<file path="src/rtl/wb_write_port_arbiter_pkg.sv">
// wb_write_port_arbiter_pkg: shared widths, defaults, FSM encoding and write-entry type
package wb_write_port_arbiter_pkg;
   localparam int DATA_W = 32;
   localparam int REG_W = 5;
   localparam int DEF_DEPTH = 2;
   localparam int DEF_STARVE_LIMIT = 4;
   typedef enum logic [1:0] {IDLE = 2'd0, PENDING = 2'd1, STALL = 2'd2} state_e;
   typedef struct packed {
      logic [REG_W-1:0]  dst;
      logic [DATA_W-1:0] data;
   } wr_t;
endpackage

</file>
<file path="src/rtl/wb_write_port_arbiter_if.sv">
// wb_write_port_arbiter_if: WB, MDU and register-file write-port signals
interface wb_write_port_arbiter_if #(parameter int DEPTH = wb_write_port_arbiter_pkg::DEF_DEPTH);
   import wb_write_port_arbiter_pkg::*;
   localparam int PW = $clog2(DEPTH) + 1;
   logic              wb_reg_write;
   logic [REG_W-1:0]  wb_dst;
   logic [DATA_W-1:0] wb_data;
   logic              mdu_valid;
   logic [REG_W-1:0]  mdu_dst;
   logic [DATA_W-1:0] mdu_data;
   logic              mdu_ready;
   logic              rf_write;
   logic [REG_W-1:0]  rf_dst;
   logic [DATA_W-1:0] rf_data;
   logic              pipe_stall;
   logic [PW-1:0]     pending;
   modport slave (
      input  wb_reg_write, wb_dst, wb_data, mdu_valid, mdu_dst, mdu_data,
      output mdu_ready, rf_write, rf_dst, rf_data, pipe_stall, pending
   );
   modport master (
      output wb_reg_write, wb_dst, wb_data, mdu_valid, mdu_dst, mdu_data,
      input  mdu_ready, rf_write, rf_dst, rf_data, pipe_stall, pending
   );
endinterface

</file>
<file path="src/rtl/wb_write_port_arbiter_fifo.sv">
// wb_write_port_arbiter_fifo: DEPTH-entry synchronous FIFO of buffered MDU results
module wb_write_port_arbiter_fifo
   import wb_write_port_arbiter_pkg::*;
#(
   parameter int DEPTH = DEF_DEPTH,
   localparam int AW = $clog2(DEPTH),
   localparam int CW = AW + 1
) (
   input  logic          clock,
   input  logic          reset,
   input  logic          push,
   input  logic          pop,
   input  wr_t           din,
   output wr_t           dout,
   output logic          full,
   output logic          empty,
   output logic [CW-1:0] count
);
   wr_t mem_q [DEPTH];
   logic [AW-1:0] wptr_q, wptr_d, rptr_q, rptr_d;
   logic [CW-1:0] count_q, count_d;
   always_comb begin
      wptr_d = wptr_q + AW'(push);
      rptr_d = rptr_q + AW'(pop);
      count_d = count_q + CW'(push) - CW'(pop);
   end
   always_ff @(posedge clock) begin
      if (reset) begin
         wptr_q <= '0;
         rptr_q <= '0;
         count_q <= '0;
      end else begin
         wptr_q <= wptr_d;
         rptr_q <= rptr_d;
         count_q <= count_d;
      end
   end
   always_ff @(posedge clock) begin
      if (push) mem_q[wptr_q] <= din;
   end
   assign dout = mem_q[rptr_q];
   assign full = count_q == CW'(DEPTH);
   assign empty = count_q == '0;
   assign count = count_q;
endmodule

</file>
<file path="src/rtl/wb_write_port_arbiter.sv">
// wb_write_port_arbiter: shares the register-file write port between WB and buffered MDU results
module wb_write_port_arbiter
   import wb_write_port_arbiter_pkg::*;
#(
   parameter int DEPTH = DEF_DEPTH,
   parameter int STARVE_LIMIT = DEF_STARVE_LIMIT
) (
   input logic clock,
   input logic reset,
   wb_write_port_arbiter_if.slave bus
);
   localparam int CW = $clog2(DEPTH) + 1;
   localparam int SW = $clog2(STARVE_LIMIT) + 1;
   state_e state_q, state_d;
   logic [SW-1:0] starve_q, starve_d;
   logic ready_q, ready_d;
   logic store, pop, full, empty;
   logic [CW-1:0] count, count_nxt;
   wr_t head, grant_w;
   wb_write_port_arbiter_fifo #(.DEPTH(DEPTH)) u_fifo (
      .clock(clock),
      .reset(reset),
      .push(store),
      .pop(pop),
      .din(wr_t'({bus.mdu_dst, bus.mdu_data})),
      .dout(head),
      .full(full),
      .empty(empty),
      .count(count)
   );
   always_comb begin
      // r0 results are accepted from the MDU but never occupy a slot
      store = bus.mdu_valid && ready_q && bus.mdu_dst != '0 && !full;
      pop = !bus.wb_reg_write && !empty;
      grant_w = bus.wb_reg_write ? wr_t'({bus.wb_dst, bus.wb_data}) : head;
      bus.rf_write = (bus.wb_reg_write || !empty) && grant_w.dst != '0;
      bus.rf_dst = grant_w.dst;
      bus.rf_data = grant_w.data;
      count_nxt = count + CW'(store) - CW'(pop);
      ready_d = count_nxt < CW'(DEPTH);
      state_d = state_q;
      starve_d = starve_q;
      case (state_q)
         IDLE: state_d = store ? PENDING : IDLE;
         PENDING: begin
            starve_d = pop ? '0 : (&starve_q ? starve_q : starve_q + SW'(1));
            state_d = pop ? (count_nxt == '0 ? IDLE : PENDING)
                          : (starve_q == SW'(STARVE_LIMIT - 1) ? STALL : PENDING);
         end
         STALL: begin
            starve_d = pop ? '0 : starve_q;
            state_d = pop ? (count_nxt == '0 ? IDLE : PENDING) : STALL;
         end
         default: state_d = IDLE;
      endcase
      if (state_d == IDLE) starve_d = '0;
   end
   always_ff @(posedge clock) begin
      if (reset) begin
         state_q <= IDLE;
         starve_q <= '0;
         ready_q <= 1'b0;
      end else begin
         state_q <= state_d;
         starve_q <= starve_d;
         ready_q <= ready_d;
      end
   end
   assign bus.mdu_ready = ready_q;
   assign bus.pipe_stall = state_q == STALL;
   assign bus.pending = count;
endmodule

</file>
<file path="src/flat_wrapper.sv">
// flat-port wrapper written by rule: the top's interface ports become plain ports
module wb_write_port_arbiter_flat import wb_write_port_arbiter_pkg::*;
#(
   parameter int DEPTH = DEF_DEPTH,
   parameter int STARVE_LIMIT = DEF_STARVE_LIMIT
)
  (clock, reset, bus_wb_reg_write, bus_wb_dst, bus_wb_data, bus_mdu_valid, bus_mdu_dst, bus_mdu_data, bus_mdu_ready, bus_rf_write, bus_rf_dst, bus_rf_data, bus_pipe_stall, bus_pending);
  wb_write_port_arbiter_if #(.DEPTH(DEPTH)) bus_i ();
  input logic clock;
  input logic reset;
  input wire logic [$bits(bus_i.wb_reg_write)-1:0] bus_wb_reg_write;
  input wire logic [$bits(bus_i.wb_dst)-1:0] bus_wb_dst;
  input wire logic [$bits(bus_i.wb_data)-1:0] bus_wb_data;
  input wire logic [$bits(bus_i.mdu_valid)-1:0] bus_mdu_valid;
  input wire logic [$bits(bus_i.mdu_dst)-1:0] bus_mdu_dst;
  input wire logic [$bits(bus_i.mdu_data)-1:0] bus_mdu_data;
  output wire logic [$bits(bus_i.mdu_ready)-1:0] bus_mdu_ready;
  output wire logic [$bits(bus_i.rf_write)-1:0] bus_rf_write;
  output wire logic [$bits(bus_i.rf_dst)-1:0] bus_rf_dst;
  output wire logic [$bits(bus_i.rf_data)-1:0] bus_rf_data;
  output wire logic [$bits(bus_i.pipe_stall)-1:0] bus_pipe_stall;
  output wire logic [$bits(bus_i.pending)-1:0] bus_pending;
  assign bus_i.wb_reg_write = bus_wb_reg_write;
  assign bus_i.wb_dst = bus_wb_dst;
  assign bus_i.wb_data = bus_wb_data;
  assign bus_i.mdu_valid = bus_mdu_valid;
  assign bus_i.mdu_dst = bus_mdu_dst;
  assign bus_i.mdu_data = bus_mdu_data;
  assign bus_mdu_ready = bus_i.mdu_ready;
  assign bus_rf_write = bus_i.rf_write;
  assign bus_rf_dst = bus_i.rf_dst;
  assign bus_rf_data = bus_i.rf_data;
  assign bus_pipe_stall = bus_i.pipe_stall;
  assign bus_pending = bus_i.pending;
  wb_write_port_arbiter #(.DEPTH(DEPTH), .STARVE_LIMIT(STARVE_LIMIT)) u_core (.clock(clock), .reset(reset), .bus(bus_i));
endmodule
</file>
<file path="config.mk">
export PLATFORM = sky130hd
export DESIGN_NAME = wb_write_port_arbiter_flat
export DESIGN_NICKNAME = d
export VERILOG_FILES = /design/src/rtl/wb_write_port_arbiter_pkg.sv /design/src/rtl/wb_write_port_arbiter_if.sv /design/src/rtl/wb_write_port_arbiter_fifo.sv /design/src/rtl/wb_write_port_arbiter.sv /design/src/flat_wrapper.sv
export SDC_FILE = /design/constraint.sdc
export NUM_CORES = 1
export LEC_CHECK = 0
export BUFFER_PORTS_ARGS = -buffer_cell sky130_fd_sc_hd__buf_2
export CORE_UTILIZATION = 40
export DETAILED_ROUTE_END_ITERATION = 6
export GPL_TIMING_DRIVEN = 0
export PLACE_DENSITY = 0.66
export SLEW_MARGIN = 20
export SYNTH_ARGS = -nofsm -noshare
export SYNTH_HDL_FRONTEND = slang
export SYNTH_SLANG_ARGS = --single-unit
</file>
<file path="constraint.sdc">
create_clock -name clock -period 2.7 [get_ports clock]
set_input_delay 0.27 -clock clock [delete_from_list [all_inputs] [get_ports clock]]
set_output_delay 0.27 -clock clock [all_outputs]
set_load 0.02 [all_outputs]
</file>
## Yosys cells after proc, flatten, opt, wreduce, memory -nomap -nowiden

Memory sizes are Yosys's and may differ from the RTL's. A register that Yosys moved wholly into a read port is not among the register bits.
Cells that the tools add are included.

- Reductions and logical operators: 19
- Muxes and demuxes: 14
- Equal/unequal tests: 6
- Add/sub/neg operators: 5
- Magnitude comparators: 1

Operator list:

| kind | count |
|---|---|
| 37-bit two-way mux | 1 |
| 5-bit nonzero test | 2 |
| 3-bit two-way mux | 3 |
| 2-bit logical NOT | 4 |
| 2-bit two-way mux | 3 |
| 2-bit case mux with 3 select lines | 1 |
| 3-bit case mux with 2 select lines | 1 |
| 3-bit AND reduction | 2 |
| 1-bit logical AND | 5 |
| 1-bit two-way mux | 5 |
| 2-bit == test (second input constant) | 2 |
| 3-bit by 1-bit adder with 3-bit output (second input constant) | 1 |
| 3-bit by 2-bit == test with 1-bit output (second input constant) | 1 |
| 1-bit logical NOT | 3 |
| 3-bit inequality test (second input constant) | 1 |
| 1-bit adder | 2 |
| 2-bit by 1-bit adder with 2-bit output | 1 |
| 2-bit by 1-bit == test with 1-bit output (second input constant) | 1 |
| 2-bit < comparator (second input constant) | 1 |
| 2-bit by 1-bit inequality test with 1-bit output (second input constant) | 1 |
| 2-bit nonzero test | 1 |
| 2-bit OR reduction | 1 |
| 2-bit by 1-bit subtractor with 2-bit output | 1 |
| 1-bit logical OR | 1 |

- Memories kept: 1
- Flip-flop bits (word level): 10
- RAM bits: 74
- Output and inout bits: 42
- Word-level logic and storage cells: 52

Memory list:

| memory | words | bits a word | rd ports | clocked after Yosys merged registers in | write ports | line | text |
|---|---|---|---|---|---|---|---|
| u_core.u_fifo.mem_q | 2 | 37 | 1 | 1 | 1 | wb_write_port_arbiter_fifo.sv:19 | `wr_t mem_q [DEPTH];` |

## Depth between registers and ports, before layout

Gate-level depths: netlist of run 1.

- Word-level depth: 11
- Gate-level depth with buffers: 10
- Gate-level depth less buffers: 10

## Modules after synthesis

A second synthesis of run 1 with hierarchy kept.

- Cell total of the unflattened synthesis: 227
- Area total of the unflattened synthesis: 3873.7 sq um

Modules (own cells, without submodules):

| module | area an instance (sq um) | seq. area each (sq um) | instances | cells an instance |
|---|---|---|---|---|
| wb_write_port_arbiter_fifo | 2955.3 | 2302.2 | 1 | 134 |
| wb_write_port_arbiter | 918.4 | 120.1 | 1 | 93 |

## Least setup slack after synthesis of run 1

No wires, ideal clock.

- Path type: flip-flop to flip-flop
- Start point: register u_core.u_fifo.count_q[1], in the netlist u_core.u_fifo.count[1]
- End point: register u_core.starve_q[0]
- Clock period less this slack: 2356 ps
- Path buffers: 0
- Data required time: 2556 ps
- Arrival: 2212 ps
- Setup time: 144 ps
- Cell stages (with the launch flop): 11
- Slack: 344 ps
- Cell sequence: dfxtp_1 -> nor2b_1 -> a211oi_2 -> inv_1 -> ha_1 -> inv_1 -> ha_1 -> xnor2_1 -> mux2i_1 -> o32ai_1 -> a211oi_1

- Cells in the longest elaborated chain, start to end: 11
- Elaborated cells on any way between the ends: 21
- Classes of those cells: add/sub (2); eq/ne (3); mux (7); reduce/logical (9)

RTL lines:

| item | line | text |
|---|---|---|
| from (decl) | wb_write_port_arbiter_fifo.sv:21 | `logic [CW-1:0] count_q, count_d;` |
| from (signal assigned) | wb_write_port_arbiter_fifo.sv:35 | `count_q <= count_d;` |
| 2-bit == test | wb_write_port_arbiter_fifo.sv:42 | `assign full = count_q == CW'(DEPTH);` |
| 1-bit logical NOT | wb_write_port_arbiter.sv:33 | `store = bus.mdu_valid && ready_q && bus.mdu_dst != '0 && !full;` |
| 1-bit logical AND | wb_write_port_arbiter.sv:33 |  |
| 2-bit by 1-bit adder with 2-bit output | wb_write_port_arbiter.sv:39 | `count_nxt = count + CW'(store) - CW'(pop);` |
| 2-bit by 1-bit subtractor with 2-bit output | wb_write_port_arbiter.sv:39 |  |
| 2-bit logical NOT | wb_write_port_arbiter.sv:47, wb_write_port_arbiter.sv:52 |  |
| 1-bit two-way mux | wb_write_port_arbiter.sv:47, wb_write_port_arbiter.sv:52 |  |
| 2-bit two-way mux, on equally long branches | wb_write_port_arbiter.sv:52, wb_write_port_arbiter.sv:47 |  |
| 2-bit case mux with 3 select lines | wb_write_port_arbiter.sv:43 | `case (state_q)` |
| 2-bit logical NOT | wb_write_port_arbiter.sv:56 | `if (state_d == IDLE) starve_d = '0;` |
| 2-bit OR reduction (no line) | n/a |  |
| to (signal assigned) | wb_write_port_arbiter.sv:65 | `starve_q <= starve_d;` |
| to (decl) | wb_write_port_arbiter.sv:15 | `logic [SW-1:0] starve_q, starve_d;` |

Several ways; a longest one is shown, not always the timed one.
A chain may end at the register's enable or synchronous reset.

## Worst setup path after layout of run 1

- Start point: register u_core.u_fifo.count_q[1], in the netlist u_core.u_fifo.count[1]
- End point: register u_core.starve_q[2]

The elaborated chain is that of the path after synthesis.

==> flow_summary_export.csv, run 1 <==
group,metric,value,unit
outcome,status,"finished clean",
timing,setup_tns,0,ns
final_layout,drive_above_1_share,0.362,
critical_path,worstSetupStartpointType,"register",
synthesis,synthDistinctLibCells,31,
synthesis,synth_top_family_by_area,"multiplexers",
synthesis,syn_inst,269,
critical_path,r2r_setup_slack,0.29,ns
synthesis,ys_warn_count,0,
final_layout,ff_latch_area,2420,um^2
floorplan,std_cell_rows,34,
pwr,clkPwrFrac,0.238,
detailed_routing,via_per_inst,4.94,
final_layout,final_cell_count_no_fill,514,
clocking,ctsHoldBuffers,0,
clocking,cts_tree,"yes",
clocking,numCtsBuffers,9,
floorplan,start_util,0.412,
pwr,p_int,2430,uW
synthesis,syn_nets,354,
critical_path,arrival,2.67,ns
timing,clock_skew,0.00681,ns
pwr,p_seq_frac,0.473,
synthesis,synth_xor_area_frac,0.00731,
place,dp_cells,498,
place,dpl.hpwl,5440,um
floorplan,core-area,8720,um^2
timing,setup_violations,0,
global_routing,globalRouteOverflowTotal,0,
synthesis,synthMuxAreaShare,0.106,
pwr,p_comb_frac,0.289,
timing,worst_hold_slack,0.111,ns
timing,fin_crit_sh,0.893,
clocking,clockRootBuffer,"clkbuf_8",
critical_path,critPathCaptureType,"register",
detailed_routing,initialDrtViolationCount,96,
place,gp_congestion,0.762,
floorplan,pin_count,120,
global_routing,grt_pass1_wl,11700,um
global_routing,grt_use_total,0.162,
pwr,power_density,766,nW/um^2
clocking,clk_pin_slew,0.08,ns
timing,min_period,2.41,ns
clocking,post_cts_buffers,0,
final_layout,fillCellCount,760,
critical_path,crit_type,"reg -> reg",
critical_path,path_max_fanout,7,
synthesis,synth.avg_cell_area,13.4,um^2
pwr,switchingPower,1080,uW
final_layout,antenna_cells,0,
synthesis,netlist_top_cells_area,"edfxtp_1 (62%), mux2i_1 (11%), dfxtp_1 (5.6%), o21ai_1 (5.0%), nand2_1 (4.4%)",
synthesis,synth_compound_area_frac,0.0905,
floorplan,fp.dieW,96.8,um
global_routing,first_global_vias,2456,
hold_path,min_path_type,"in -> reg",
pwr,swShare,0.308,
synthesis,synth-seq-cells,84,
synthesis,synthAdderAreaFrac,0.0244,
floorplan,die_area,9370,um^2
global_routing,grt_antenna_before_repair,0,
detailed_routing,vias,2541,
detailed_routing,drtPass1Iterations,4,
clocking,clkLatencyLatePin,0.34,ns
detailed_routing,routedWlPerCell,14.5,um
flow_run,drv_cap,0,
final_layout,final_nets,486,
critical_path,cp.required,2.96,ns
synthesis,synth_area,3600,um^2
clocking,clock_path_buffers,2,
detailed_routing,drc,0,
detailed_routing,drt-total-wl,7470,um
detailed_routing,ant_nets,0,
synthesis,yosysSeqAreaShare,0.674,
synthesis,synth.top_cell.area_share,0.618,
timing,finalMaxSlewViolations,0,
synthesis,yosys.area.top_type,"edfxtp_1",
clocking,htreeDepth,3,
pwr,p_leak,0.00179,uW
pwr,ir_drop,0.430,mV
clocking,cts_sinks,84,
final_layout,multiInputGateArea,1100,um^2
final_layout,utilization,0.526,
place,dp_slack,0.0764,ns
final_layout,synthToLayoutAreaGrowth,27.5,%
place,portBuffers,119,
timing,setup_ws,0.290,ns
timing,worst_pin_slew,0.586,ns
timing,rsz0062_at_grt,"false",
floorplan,die_y,96.8,um
timing,slew_headroom,0.609,
global_routing,grt_max_degree,20,
timing,fmax,415,MHz
timing,hold_violations,0,
synthesis,synthSimpleGateAreaFrac,0.0720,
## timing repair
item                       CTS  global route
gates resized for setup      0             2
setup endpoints to repair    0             4
hold endpoints to repair     0             0
## layer usage
metal / routed length [um] / GRT usage / vias to the layer above
met3: 385 / 0.0332 / 12
met4: 121 / 0.0666 / 0
met1: 3250 / 0.200 / 1190
li1: - / - / 1257
met5: 0 / 0 / -
met2: 3720 / 0.277 / 82
## cell usage in the layout (no fill, tap or decap), drive strengths merged, types with 2 or more instances in the layout
cell type	count
a211oi	8
a21oi	5
buf	134
clkbuf	12
clkinv	4
dfxtp	10
edfxtp	74
ha	7
inv	7
mux2i	38
nand2	42
nand2b	2
nor2	6
nor2b	4
nor4	2
o21ai	37
xnor2	2
## cells in the mapped netlist
master,number
o21ai_0,1
a211oi_2,1
nand2b_1,2
nand2_1,42
nor3_1,1
inv_1,7
buf_1,5
dfxtp_1,10
nor2b_1,4
a21oi_1,5
edfxtp_1,74
or4_1,1
o32ai_1,1
o32a_1,1
o21ba_2,1
nor4_1,2
clkbuf_1,1
ha_1,7
a211oi_1,7
nor4b_1,1
buf_2,7
mux2i_1,38
a21boi_1,1
o22ai_1,1
xnor2_1,2
xor2_1,1
nand3b_1,1
buf_6,1
o21ai_1,36
nor2_1,6
a21o_1,1
## power by group through the flow
stage               registers [uW]  clock network [uW]  logic (uW)
floorplan                     1700                   0         652
global route                  1680                 914        1110
detailed placement            1690                   0        1010
finish                        1660                 836        1020
CTS                           1660                 862        1020
global placement              1690                   0         960
## critical path, cell delays in order, from the launching register on
cell	delay, ns
dfxtp_1	0.38
nor2b_1	0.18
a211oi_4	0.28
inv_1	0.09
ha_1	0.27
inv_1	0.04
ha_1	0.18
xnor2_1	0.26
mux2i_1	0.31
o32ai_2	0.14
a211oi_1	0.20
## stage by stage
| step | instance area (um^2) | total power [uW] |
|---|---|---|
| floorplan | 3600 | 2350 |
| global placement | 4330 | 2650 |
| detailed placement | 4390 | 2710 |
| CTS | 4570 | 3540 |
| global route | 4590 | 3700 |
| finish | 4590 | 3510 |
## layout make-up
| cell class | count | share of cell area |
|---|---|---|
| tap | 108 | 0.0295 |
| clock buffer | 11 | 0.0286 |
| sequential | 84 | 0.528 |
| multi-input combinational | 164 | 0.240 |
| buffer | 14 | 0.0150 |
| clock inverter | 5 | 0.0115 |
| timing repair buffer | 121 | 0.142 |
| inverter | 7 | 0.00573 |
## state kept, by name, summed over array words and instances (netlist names)
register / flops
u_core.bus.mdu_ready: 1
u_core.starve_q: 3
u_core.state_q: 2
u_core.u_fifo.count: 2
u_core.u_fifo.mem_q: 74
u_core.u_fifo.rptr_q: 1
u_core.u_fifo.wptr_q: 1
## final timing paths
kind | startpoint | endpoint | cells after the start
hold reg to reg | u_core.u_fifo.wptr_q | u_core.u_fifo.wptr_q | 3
setup / recovery | u_core.u_fifo.count[1] | u_core.starve_q[2] | 10
hold / removal | bus_mdu_data[9] | u_core.u_fifo.mem_q[1][9] | 1
setup reg to reg | u_core.u_fifo.count[1] | u_core.starve_q[2] | 10
## cell families after synthesis
family / after synthesis
AOI/OAI and AO/OA: 56
xor gates and xnor gates: 3
adders and majority gates: 7
buffers and inverters: 21
DFF: 84
muxes: 38
and+or+nand+nor: 60
Power figures use the tool's default switching activity.
==> run 2: changes to the inputs <==
GPL_TIMING_DRIVEN = default   (was 0)
SETUP_SLACK_MARGIN = 0.5   (was default)
==> run 2 against run 1 <==
Total power rose by 10%. Sequential share of layout area down 0.91 points. Clock skew is 0.00090 ns higher. Combinational power about the same. Worst setup slack better by 0.18 ns. Highest routed layer unchanged.
==> flow_summary_export.csv, run 2 (synthesis gave the netlist of run 1 again) <==
group,metric,value,unit
clocking,clockRootBuffer,"clkbuf_8",
timing,finalMaxSlewViolations,0,
timing,worst_hold_slack,0.107,ns
detailed_routing,ant_nets,0,
critical_path,slowest_stage,"or4_4",
detailed_routing,drtPass1Iterations,4,
pwr,clkPwrFrac,0.296,
final_layout,final_nets,481,
timing,clock_skew,0.00771,ns
pwr,switchingPower,1110,uW
pwr,p_leak,0.00182,uW
outcome,status,"finished clean",
place,portBuffers,119,
detailed_routing,routedWlPerCell,14.0,um
critical_path,crit_type,"reg -> out",
timing,setup_tns,0,ns
final_layout,synthToLayoutAreaGrowth,30.3,%
timing,setup_violations,0,
hold_path,min_to,"u_core.u_fifo.mem_q[0][7]",
final_layout,antenna_cells,0,
detailed_routing,drc,0,
critical_path,path_cells,"mux2i_1 > o21ai_1 > or4_4 > o32a_1 > buf_2",
pwr,power_density,825,nW/um^2
floorplan,die_y,96.8,um
timing,hold_violations,0,
critical_path,r2r_setup_slack,0.51,ns
timing,fmax,448,MHz
final_layout,largest_reg_flops,74,
clocking,ctsHoldBuffers,0,
final_layout,multiInputGateArea,1120,um^2
hold_path,min-delay-start,"bus_mdu_data[7]",
final_layout,layout_common_cells,"buf_2 (119), edfxtp_1 (74), nand2_1 (42)",
clocking,clk_pin_slew,0.08,ns
clocking,htreeDepth,3,
flow_run,drv_cap,0,
detailed_routing,initialDrtViolationCount,79,
timing,slew_headroom,0.679,
global_routing,grt_max_degree,35,
detailed_routing,via_per_inst,4.86,
timing,worst_pin_slew,0.482,ns
clocking,clock_path_buffers,2,
detailed_routing,vias,2475,
pwr,swShare,0.288,
critical_path,critPathCaptureType,"output port",
critical_path,cp.required,2.43,ns
hold_path,whs_path_depth,1,
floorplan,std_cell_rows,34,
clocking,cts_tree,"yes",
critical_path,cpLargestDelayFamily,"simple AND/OR/NAND/NOR gates",
final_layout,top_regs,"u_core.u_fifo.mem_q: 74 flops, u_core.starve_q: 3 flops",
critical_path,arrival,1.96,ns
pwr,p_seq_frac,0.436,
place,dpl.hpwl,4920,um
detailed_routing,drt-total-wl,7140,um
final_layout,fillCellCount,769,
critical_path,crit_buf_inv,1,
final_layout,layout_commonest_cell,"buf_2",
floorplan,core-area,8720,um^2
final_layout,top_register,"u_core.u_fifo.mem_q",
pwr,p_comb_frac,0.269,
global_routing,grt_pass1_wl,11600,um
clocking,numCtsBuffers,9,
floorplan,start_util,0.412,
critical_path,slowest_delay,0.55,ns
timing,rsz0062_at_grt,"true",
pwr,p_int,2750,uW
timing,min_period,2.23,ns
global_routing,globalRouteOverflowTotal,0,
place,dp_cells,488,
floorplan,fp.dieW,96.8,um
critical_path,worstSetupStartpointType,"register",
place,gp_congestion,0.763,
final_layout,drive_above_1_share,0.399,
final_layout,final_cell_count_no_fill,509,
critical_path,ff2ff_path_depth,10,
global_routing,grt_antenna_before_repair,0,
critical_path,path_max_fanout,6,
global_routing,first_global_vias,2439,
critical_path,r2r-start,"u_core.u_fifo.count[1]",
pwr,ir_drop,0.501,mV
global_routing,grt_use_total,0.158,
clocking,cts_sinks,84,
clocking,clkLatencyLatePin,0.34,ns
critical_path,r2r_end,"u_core.starve_q[2]",
critical_path,crit_path_start,"u_core.u_fifo.rptr_q",
floorplan,pin_count,120,
floorplan,die_area,9370,um^2
timing,fin_crit_sh,0.827,
final_layout,ff_latch_area,2430,um^2
hold_path,min_path_type,"in -> reg",
run 2: cell count changes in the layout (fill, tap and decap cells not counted), moves of 3 or more:
cell / change
dfxtp_1: -4
bufinv_16: +3
buf_4: +8
buf_2: -7
buf_1: -5
run 2: repair_timing:
action,CTS,global route
setup buffers,3,2
resized for setup,5,5
setup endpoints to repair,5,5
pin swaps,2,0
run 2: metal layers:
layer	GRT usage	wire [um]
met5	0	0
met4	0.0620	85
met3	0.0354	389
met2	0.268	3480
met1	0.195	3180
run 2: how the worst max path moves through the flow:
stage          slack [ns]                   endpoint  cells past startpoint
2_1_floorplan        0.52  u_core.u_fifo.mem_q[1][0]                      3
3_3_place_gp         0.42         u_core.starve_q[2]                     11
3_5_place_dp         0.29         u_core.starve_q[0]                     11
4_1_cts              0.45               bus_rf_write                      5
5_1_grt              0.38         u_core.starve_q[2]                     10
6_report             0.47               bus_rf_write                      5
run 2: worst reg2reg max path: stages, from the launching register on:
cell	delay, ns
dfxtp_4	0.37
nor2b_4	0.13
a211oi_2	0.22
inv_1	0.07
ha_1	0.28
inv_1	0.04
ha_2	0.17
xnor2_2	0.18
mux2i_1	0.27
o32ai_2	0.14
a211oi_1	0.24
run 2: stage by stage:
step           power [uW]  worst slack [ns]  utilization  cell area (um^2)
3_5_place_dp         2700             0.295        0.499              4350
4_1_cts              3880             0.452        0.534              4650
3_3_place_gp         2680             0.421        0.499              4350
2_1_floorplan        2370             0.515            -              3610
5_1_grt              4060             0.383        0.537              4690
6_report             3870             0.467        0.537              4690
run 2: cell type report:
cell class,count,area share
Inverter,7,0.00561
Tap cell,108,0.0288
Sequential cell,84,0.519
Clock inverter,6,0.0291
Clock buffer,10,0.0272
Multi-Input combinational cell,164,0.239
Timing Repair Buffer,130,0.151
run 2: power by group through the flow:
stage	Clock, uW	Sequential (uW)	Combinational, uW
3_5_place_dp	0	1710	999
5_1_grt	1220	1700	1130
6_report	1140	1680	1040
4_1_cts	1170	1680	1030
2_1_floorplan	0	1710	669
3_3_place_gp	0	1700	987
